==> src/rtl/frame_seq_ctrl_pkg.sv <==
// Shared definitions for the frame sequencer.
//
// Contents:
//   state_t           - controller state encoding (IDLE, LOAD, SCAN, DONE).
//   FRAME_BYTES, HDR_BYTES, ROW_STRIDE, ACT_W, ACT_H
//                     - default geometry of one stored BMP frame.
//   ACT_PIXELS        - number of active bytes swept per frame.
//   ROW_SKIP          - read-address increment when stepping from the last
//                       active byte of a row to the first active byte of the next.
//   toAddr()          - narrows an integer constant to the 16-bit address width.
package frame_seq_ctrl_pkg;

  typedef enum logic [1:0] {
    IDLE = 2'd0,
    LOAD = 2'd1,
    SCAN = 2'd2,
    DONE = 2'd3
  } state_t;

  localparam int FRAME_BYTES = 36300;
  localparam int HDR_BYTES   = 3330;
  localparam int ROW_STRIDE  = 330;
  localparam int ACT_W       = 300;
  localparam int ACT_H       = 100;

  localparam int ACT_PIXELS  = ACT_W * ACT_H;
  localparam int ROW_SKIP    = ROW_STRIDE - ACT_W + 1;

  localparam int ADDR_W      = 16;
  localparam int COORD_W     = 10;

  function automatic logic [ADDR_W-1:0] toAddr(input int value);
    return value[ADDR_W-1:0];
  endfunction

endpackage

==> src/rtl/frame_seq_ctrl_scan_addr_gen.sv <==
// scan_addr_gen: read-side address generator for the active picture window.
//
// Walks the window row by row. The read address is built incrementally:
// +1 inside a row, +ROW_SKIP at the row end, so no multiplier is needed.
//
// Ports:
//   clk       in   clock, rising edge
//   reset     in   asynchronous active-high reset, clears everything to 0
//   clear     in   load the start-of-window position (x=0, y=0, addr=HDR_BYTES,
//                  index=0); has priority over step
//   step      in   advance one active byte
//   xPos      out  current column 0..ACT_W-1
//   yPos      out  current row    0..ACT_H-1
//   rdAddr    out  buffer address of (xPos, yPos)
//   outIndex  out  linear active-pixel index of (xPos, yPos)
//   lastPix   out  current position is the bottom-right active byte
module scan_addr_gen
  import frame_seq_ctrl_pkg::*;
#(
  parameter int HDR_BYTES = frame_seq_ctrl_pkg::HDR_BYTES,
  parameter int ACT_W     = frame_seq_ctrl_pkg::ACT_W,
  parameter int ACT_H     = frame_seq_ctrl_pkg::ACT_H,
  parameter int ROW_SKIP  = frame_seq_ctrl_pkg::ROW_SKIP
) (
  input  logic               clk,
  input  logic               reset,
  input  logic               clear,
  input  logic               step,
  output logic [COORD_W-1:0] xPos,
  output logic [COORD_W-1:0] yPos,
  output logic [ADDR_W-1:0]  rdAddr,
  output logic [ADDR_W-1:0]  outIndex,
  output logic               lastPix
);

  localparam logic [COORD_W-1:0] X_LAST    = COORD_W'(ACT_W - 1);
  localparam logic [COORD_W-1:0] Y_LAST    = COORD_W'(ACT_H - 1);
  localparam logic [ADDR_W-1:0]  ADDR_BASE = ADDR_W'(HDR_BYTES);
  localparam logic [ADDR_W-1:0]  ADDR_SKIP = ADDR_W'(ROW_SKIP);

  logic rowEnd;
  logic colEnd;

  assign rowEnd  = (xPos == X_LAST);
  assign colEnd  = (yPos == Y_LAST);
  assign lastPix = rowEnd && colEnd;

  always_ff @(posedge clk or posedge reset) begin
    if (reset) begin
      xPos     <= '0;
      yPos     <= '0;
      rdAddr   <= '0;
      outIndex <= '0;
    end else if (clear) begin
      xPos     <= '0;
      yPos     <= '0;
      rdAddr   <= ADDR_BASE;
      outIndex <= '0;
    end else if (step) begin
      outIndex <= outIndex + 16'd1;
      if (rowEnd) begin
        // Jump over the row padding straight to the next row's first byte.
        xPos   <= '0;
        yPos   <= colEnd ? '0 : yPos + 10'd1;
        rdAddr <= rdAddr + ADDR_SKIP;
      end else begin
        xPos   <= xPos + 10'd1;
        rdAddr <= rdAddr + 16'd1;
      end
    end
  end

endmodule

==> src/rtl/frame_seq_ctrl.sv <==
// frame_seq_ctrl: load-then-scan sequencer for the frame byte buffer.
//
// A start in IDLE begins a cycle: LOAD accepts exactly FRAME_BYTES source
// bytes and writes them to buffer addresses 0..FRAME_BYTES-1, SCAN then
// issues one buffer read per cycle over the ACT_W x ACT_H active window,
// DONE pulses done for one cycle and the controller returns to IDLE.
//
// Source handshake: a byte is transferred in every cycle where
// in_valid && in_ready are both high at the rising edge. in_ready depends
// only on the state (high for the whole of LOAD), never on in_valid, and
// in_valid may drop at any time, which simply stalls LOAD.
//
// Ports:
//   clk          in   clock, rising edge
//   reset        in   asynchronous active-high reset
//   start        in   begin a load+scan cycle (looked at only in IDLE)
//   in_valid     in   source byte valid
//   in_data      in   source byte
//   in_ready     out  byte accepted this cycle when in_valid is high
//   buf_wr_en    out  buffer write strobe (= handshake)
//   buf_wr_addr  out  buffer write address (byte count so far)
//   buf_wr_data  out  buffer write data (= in_data)
//   buf_rd_en    out  buffer read strobe, high every SCAN cycle
//   buf_rd_addr  out  buffer read address
//   out_index    out  linear active-pixel index of the current read
//   pix_valid    out  buffer read data valid (read strobe delayed one cycle)
//   px_out       out  column of the pixel whose data is valid
//   line_out     out  row of the pixel whose data is valid
//   busy         out  high outside IDLE
//   done         out  one-cycle pulse after the last read
//   dbgState     out  current controller state, for observation only
module frame_seq_ctrl
  import frame_seq_ctrl_pkg::*;
#(
  parameter int FRAME_BYTES = frame_seq_ctrl_pkg::FRAME_BYTES,
  parameter int HDR_BYTES   = frame_seq_ctrl_pkg::HDR_BYTES,
  parameter int ROW_STRIDE  = frame_seq_ctrl_pkg::ROW_STRIDE,
  parameter int ACT_W       = frame_seq_ctrl_pkg::ACT_W,
  parameter int ACT_H       = frame_seq_ctrl_pkg::ACT_H
) (
  input  logic         clk,
  input  logic         reset,
  input  logic         start,
  input  logic         in_valid,
  input  logic [7:0]   in_data,
  output logic         in_ready,
  output logic         buf_wr_en,
  output logic [15:0]  buf_wr_addr,
  output logic [7:0]   buf_wr_data,
  output logic         buf_rd_en,
  output logic [15:0]  buf_rd_addr,
  output logic [15:0]  out_index,
  output logic         pix_valid,
  output logic [9:0]   px_out,
  output logic [9:0]   line_out,
  output logic         busy,
  output logic         done,
  output state_t       dbgState
);

  localparam logic [ADDR_W-1:0] LAST_BYTE = toAddr(FRAME_BYTES - 1);

  state_t              state;
  state_t              nextState;
  logic [ADDR_W-1:0]   wrCnt;
  logic                handshake;
  logic                lastByte;
  logic                scanClear;
  logic                scanStep;
  logic [COORD_W-1:0]  scanX;
  logic [COORD_W-1:0]  scanY;
  logic                scanLast;

  assign handshake = in_valid && in_ready;
  assign lastByte  = (wrCnt == LAST_BYTE);
  // The read position is preset on the final write so that the first SCAN
  // cycle already presents HDR_BYTES / index 0.
  assign scanClear = handshake && lastByte;
  assign scanStep  = (state == SCAN);

  assign buf_wr_en   = handshake;
  assign buf_wr_addr = wrCnt;
  assign buf_wr_data = in_data;
  assign dbgState    = state;

  // State register
  always_ff @(posedge clk or posedge reset) begin
    if (reset) begin
      state <= IDLE;
    end else begin
      state <= nextState;
    end
  end

  // Next-state logic
  always_comb begin
    nextState = state;
    case (state)
      IDLE: if (start) nextState = LOAD;
      LOAD: if (handshake && lastByte) nextState = SCAN;
      SCAN: if (scanLast) nextState = DONE;
      DONE: nextState = IDLE;
      default: nextState = IDLE;
    endcase
  end

  // Output decode (Moore outputs; the write strobe is the handshake above)
  always_comb begin
    in_ready  = 1'b0;
    buf_rd_en = 1'b0;
    busy      = 1'b1;
    done      = 1'b0;
    case (state)
      IDLE: busy      = 1'b0;
      LOAD: in_ready  = 1'b1;
      SCAN: buf_rd_en = 1'b1;
      DONE: done      = 1'b1;
      default: busy   = 1'b0;
    endcase
  end

  // Write byte counter: restarts on an accepted start, steps per handshake.
  always_ff @(posedge clk or posedge reset) begin
    if (reset) begin
      wrCnt <= '0;
    end else if ((state == IDLE) && start) begin
      wrCnt <= '0;
    end else if (handshake) begin
      wrCnt <= wrCnt + 16'd1;
    end
  end

  scan_addr_gen #(
    .HDR_BYTES (HDR_BYTES),
    .ACT_W     (ACT_W),
    .ACT_H     (ACT_H),
    .ROW_SKIP  (ROW_STRIDE - ACT_W + 1)
  ) u_scan (
    .clk      (clk),
    .reset    (reset),
    .clear    (scanClear),
    .step     (scanStep),
    .xPos     (scanX),
    .yPos     (scanY),
    .rdAddr   (buf_rd_addr),
    .outIndex (out_index),
    .lastPix  (scanLast)
  );

  // Read data arrives one cycle after the strobe, so the strobe and the
  // coordinates are delayed once to line up with it.
  always_ff @(posedge clk or posedge reset) begin
    if (reset) begin
      pix_valid <= 1'b0;
      px_out    <= '0;
      line_out  <= '0;
    end else begin
      pix_valid <= buf_rd_en;
      if (buf_rd_en) begin
        px_out   <= scanX;
        line_out <= scanY;
      end
    end
  end

endmodule

==> config.mk <==
export PLATFORM = sky130hd
export DESIGN_NAME = frame_seq_ctrl
export DESIGN_NICKNAME = d
export VERILOG_FILES = /design/src/rtl/frame_seq_ctrl_pkg.sv /design/src/rtl/frame_seq_ctrl_scan_addr_gen.sv /design/src/rtl/frame_seq_ctrl.sv
export SDC_FILE = /design/constraint.sdc
export NUM_CORES = 1
export LEC_CHECK = 0
export CAP_MARGIN = 20
export CORE_MARGIN = 2
export CORE_UTILIZATION = 41
export CTS_CLUSTER_SIZE = 20
export DETAILED_ROUTE_END_ITERATION = 10
export PLACE_DENSITY = 0.66
export SLEW_MARGIN = 20
export SYNTH_ARGS = -nofsm -noshare
export SYNTH_HDL_FRONTEND = slang
export SYNTH_SLANG_ARGS = --single-unit
==> constraint.sdc <==
create_clock -name clk -period 4.1 [get_ports clk]
set_clock_uncertainty 0.2 [all_clocks]
set_input_delay 0.82 -clock clk [delete_from_list [all_inputs] [get_ports clk]]
set_output_delay 0.82 -clock clk [all_outputs]
set_load 0.02 [all_outputs]
==> impl_metrics.yaml <==
status:
  status: "complete, no violations"
sta:
  final-max-slew-violation-count: 0
  totalNegativeSetupSlack_ns: 0
  final_period_minus_worst_setup_slack_ns: 3.265
  worstMarginPinSlew_ns: 0.8311
  report.final.hold_viol_count: 0
  unrepaired_setup_endpoints_after_global_routing: "false"
  final.period_utilization_pct: 79.63
  setup_violations: 0
  max-slew-margin-rel_pct: 44.53
  fmaxAchievable_ghz: 0.3063
  final_critical_path_setup_slack_ns: 0.8352
power_and_ir_drop:
  power.static_leakage_nw: 2.258
  peakVddDrop_mv: 0.3392
  cellPowerDensity_nw_per_um2: 652.4
finish:
  fin_nets: 548
  insertedDiodeCount: 0
  layout-drive-gt1-share_pct: 8.729
  post_route_cell_area_um2: 5713
  flow.area_growth_from_synthesis_pct: 24.11
  layout.cells.non_filler: 667
floorplanning:
  floorplan.core_area_um2: 10890
  fp.dieArea_um2: 12090
  core.rowCount: 38
  floorplan.initialDensity_pct: 42.28
  num_io_pins: 96
  die_x_um: 110.0
  die_height_um: 110.0
critical_path:
  critical_path.max_fanout: 8
  rr_endpoint: "u_scan.rdAddr[15]"
  cp_data_arrival_time_ns: 2.24
  critical_path_rt_ns: 3.08
  worst-r2r-cell-count: 8
  worst-setup-path-type: "input pin to primary output"
  cp-start-kind: "input pin"
  reg2reg_slack_ns: 0.96
  reg2reg_from: "u_scan.xPos[7]"
  endpoint_kind: "primary output"
logic_synthesis:
  synth_compound_gate_area_share_pct: 7.801
  postSynthRegisterBits: 91
  post_synth_xor_area_fraction_pct: 7.230
  yosys.area_share.simple_pct: 21.50
  synthesis.area_um2: 4603
  synthDistinctLibCells: 48
  ys_seq_area_share_pct: 49.47
  syn_area_per_cell_um2: 10.18
  yosys_warnings: 0
  synth-edff-count: 0
  synth_fp_nets: 478
  post_synth_fa_ha_maj_area_fraction_pct: 3.968
  post_synth_inst_count: 452
  postSynth.asyncResetShare_pct: 100.0
  synthFlopType: "sky130_fd_sc_hd__dfrtp_1"
  dominant_combinational_cell_family_by_area_after_synthesis: "simple AND/OR/NAND/NOR gates"
  mux_share_of_post_synthesis_cell_area_pct: 6.524
run:
  max_cap_violations: 0
worst_hold_path:
  hold_path_end: "px_out[0]"
  worstHoldPathType: "flop to flop"
  timing.hold.worst.start: "px_out[0]"
  min_path_cells: 1
global_routing:
  global_route.peak_usage_layer: "met2"
  groute.layer.met3.usage_pct: 4.209
  pin_count_of_the_biggest_net_entering_global_routing: 48
  grt_overflow: 0
  via_count_of_the_first_global_routing_pass: 3486
  grtUsageMet1_pct: 24.17
  grtUsageTotal_pct: 17.80
  gr-usage-met2_pct: 28.00
  antenna_found_initial: 0
  grt_pass1_wl_um: 16930
cts:
  clkTransAtPathRegs_ns: 0.08
  tritoncts.num_buffers: 9
  ctsRootBufferMaster: "sky130_fd_sc_hd__clkbuf_8"
  clock-sinks: 91
  setup_fix_bufs_post_cts: 0
  cts.htree.levels: 3
  cts_tree: "done"
  ctsResizeCount: 0
  cts-hold-fix-buffers: 0
  cts_buffer_depth: 2
  clock_latency_ns: 0.35
place:
  final_hpwl_dp_um: 6995
  post-place-ws_ns: 0.8453
  port_buffers: 79
  dpl.cell_count: 651
  placed_area_um2: 5499
  place_congestion: 0.8215
detailed_routing:
  drt_pre_antenna_iters: 4
  drt_first_iter_violations: 173
  remaining_drc_errors: 0
  vias: 3568
  routed_via_density: 5.349
  ant_nets: 0
  drt-wirelength-per-cell_um: 14.99
  routed_wirelength_um: 9997
[Yosys cell counts (all sizes together), types with 3 or more instances]
master	number	area share [%]
a211oi	3	0.49
a21o	3	0.49
a21oi	18	2.0
a22oi	4	0.65
and2	7	0.95
and3	14	1.9
and4	5	0.95
buf	9	1.4
clkbuf	16	1.3
dfrtp	91	49
ha	13	3.5
inv	10	0.82
mux2	21	5.2
mux2i	6	1.3
nand2	24	2.0
nand2b	4	0.54
nand3	22	2.4
nand4	15	2.0
nor2	61	5.0
nor3	14	1.5
nor4	3	0.73
o211ai	3	0.49
o21ai	17	1.8
or3	7	1.1
xnor2	20	3.8
xor2	18	3.4
[critical path: stages]
cell	delay (ns)
sky130_fd_sc_hd__clkdlybuf4s50_1	0.47
sky130_fd_sc_hd__and2_1	0.29
sky130_fd_sc_hd__clkdlybuf4s50_1	0.66
[worst max path at each step]
stage	from	to	slack, ns	depth (start not counted)
2_1_floorplan	reset	buf_wr_addr[0]	0.72	1
3_3_place_gp	in_valid	buf_wr_en	0.87	3
3_5_place_dp	in_valid	buf_wr_en	0.85	3
4_1_cts	in_valid	buf_wr_en	0.84	3
5_1_grt	u_scan.xPos[7]	u_scan.rdAddr[15]	0.67	8
6_report	in_valid	buf_wr_en	0.84	3
[routing by layer]
| layer | part of all wire (%) | vias to the layer above | routed length (µm) |
|---|---|---|---|
| met1 | 47 | 1734 | 4671 |
| met2 | 47 | 92 | 4655 |
| met4 | 0.86 | 0 | 86 |
| met5 | 0 | - | 0 |
| met3 | 5.8 | 10 | 583 |
| li1 | - | 1732 | - |
[report_power, final]
group / total (mW) / switching, mW / internal [mW] / leakage [nW]
clock network: 0.645 / 0.313 / 0.332 / 0.102
logic: 1.62 / 0.834 / 0.783 / 1.14
registers: 1.47 / 0.313 / 1.15 / 1.02
[stage by stage]
stage	utilization [%]	power, mW	hold slack (ns)
finish	52.47	3.727	0.3154
global route	52.47	3.992	0.3362
CTS	52.47	3.768	0.3232
detailed placement	50.51	3.105	0.2955
global placement	50.51	3.071	0.2948
floorplan	-	2.442	0.2894
[state kept, by name, indices dropped and copies added (netlist names)]
name / cells
px_out: 10
u_scan.yPos: 10
pix_valid: 1
u_scan.xPos: 10
u_scan.outIndex: 16
line_out: 10
u_scan.rdAddr: 16
dbgState: 2
buf_wr_addr: 16
[area by class of cell]
| cell class | count | area [µm²] |
|---|---|---|
| inverter | 10 | 38.79 |
| fill | 1016 | 5175 |
| multi-input combinational | 326 | 2167 |
| clock inverter | 3 | 45.04 |
| tap | 140 | 175.2 |
| clock buffer | 13 | 168.9 |
| timing repair buffer | 84 | 840.8 |
| sequential | 91 | 2277 |
[placed cells by master (no fill, tap or decap), types with 7 or more instances in the layout]
| cell | n |
|---|---|
| sky130_fd_sc_hd__and3_1 | 14 |
| sky130_fd_sc_hd__nand4_1 | 15 |
| sky130_fd_sc_hd__a21oi_1 | 18 |
| sky130_fd_sc_hd__inv_1 | 9 |
| sky130_fd_sc_hd__dfrtp_1 | 91 |
| sky130_fd_sc_hd__nand3_1 | 22 |
| sky130_fd_sc_hd__xor2_1 | 18 |
| sky130_fd_sc_hd__nor2_1 | 61 |
| sky130_fd_sc_hd__o21ai_0 | 17 |
| sky130_fd_sc_hd__xnor2_1 | 20 |
| sky130_fd_sc_hd__nand2_1 | 24 |
| sky130_fd_sc_hd__and2_1 | 7 |
| sky130_fd_sc_hd__clkbuf_8 | 12 |
| sky130_fd_sc_hd__ha_1 | 12 |
| sky130_fd_sc_hd__mux2_2 | 20 |
| sky130_fd_sc_hd__clkdlybuf4s50_1 | 79 |
| sky130_fd_sc_hd__nor3_1 | 14 |
[kinds of logic after synthesis]
family / after synthesis
fa+ha+maj: 14
flops: 91
xor+xnor: 38
simple gates: 189
mux: 27
buf+inv: 35
compound gates: 58
No activity file was read; power rests on OpenSTA's default activity.
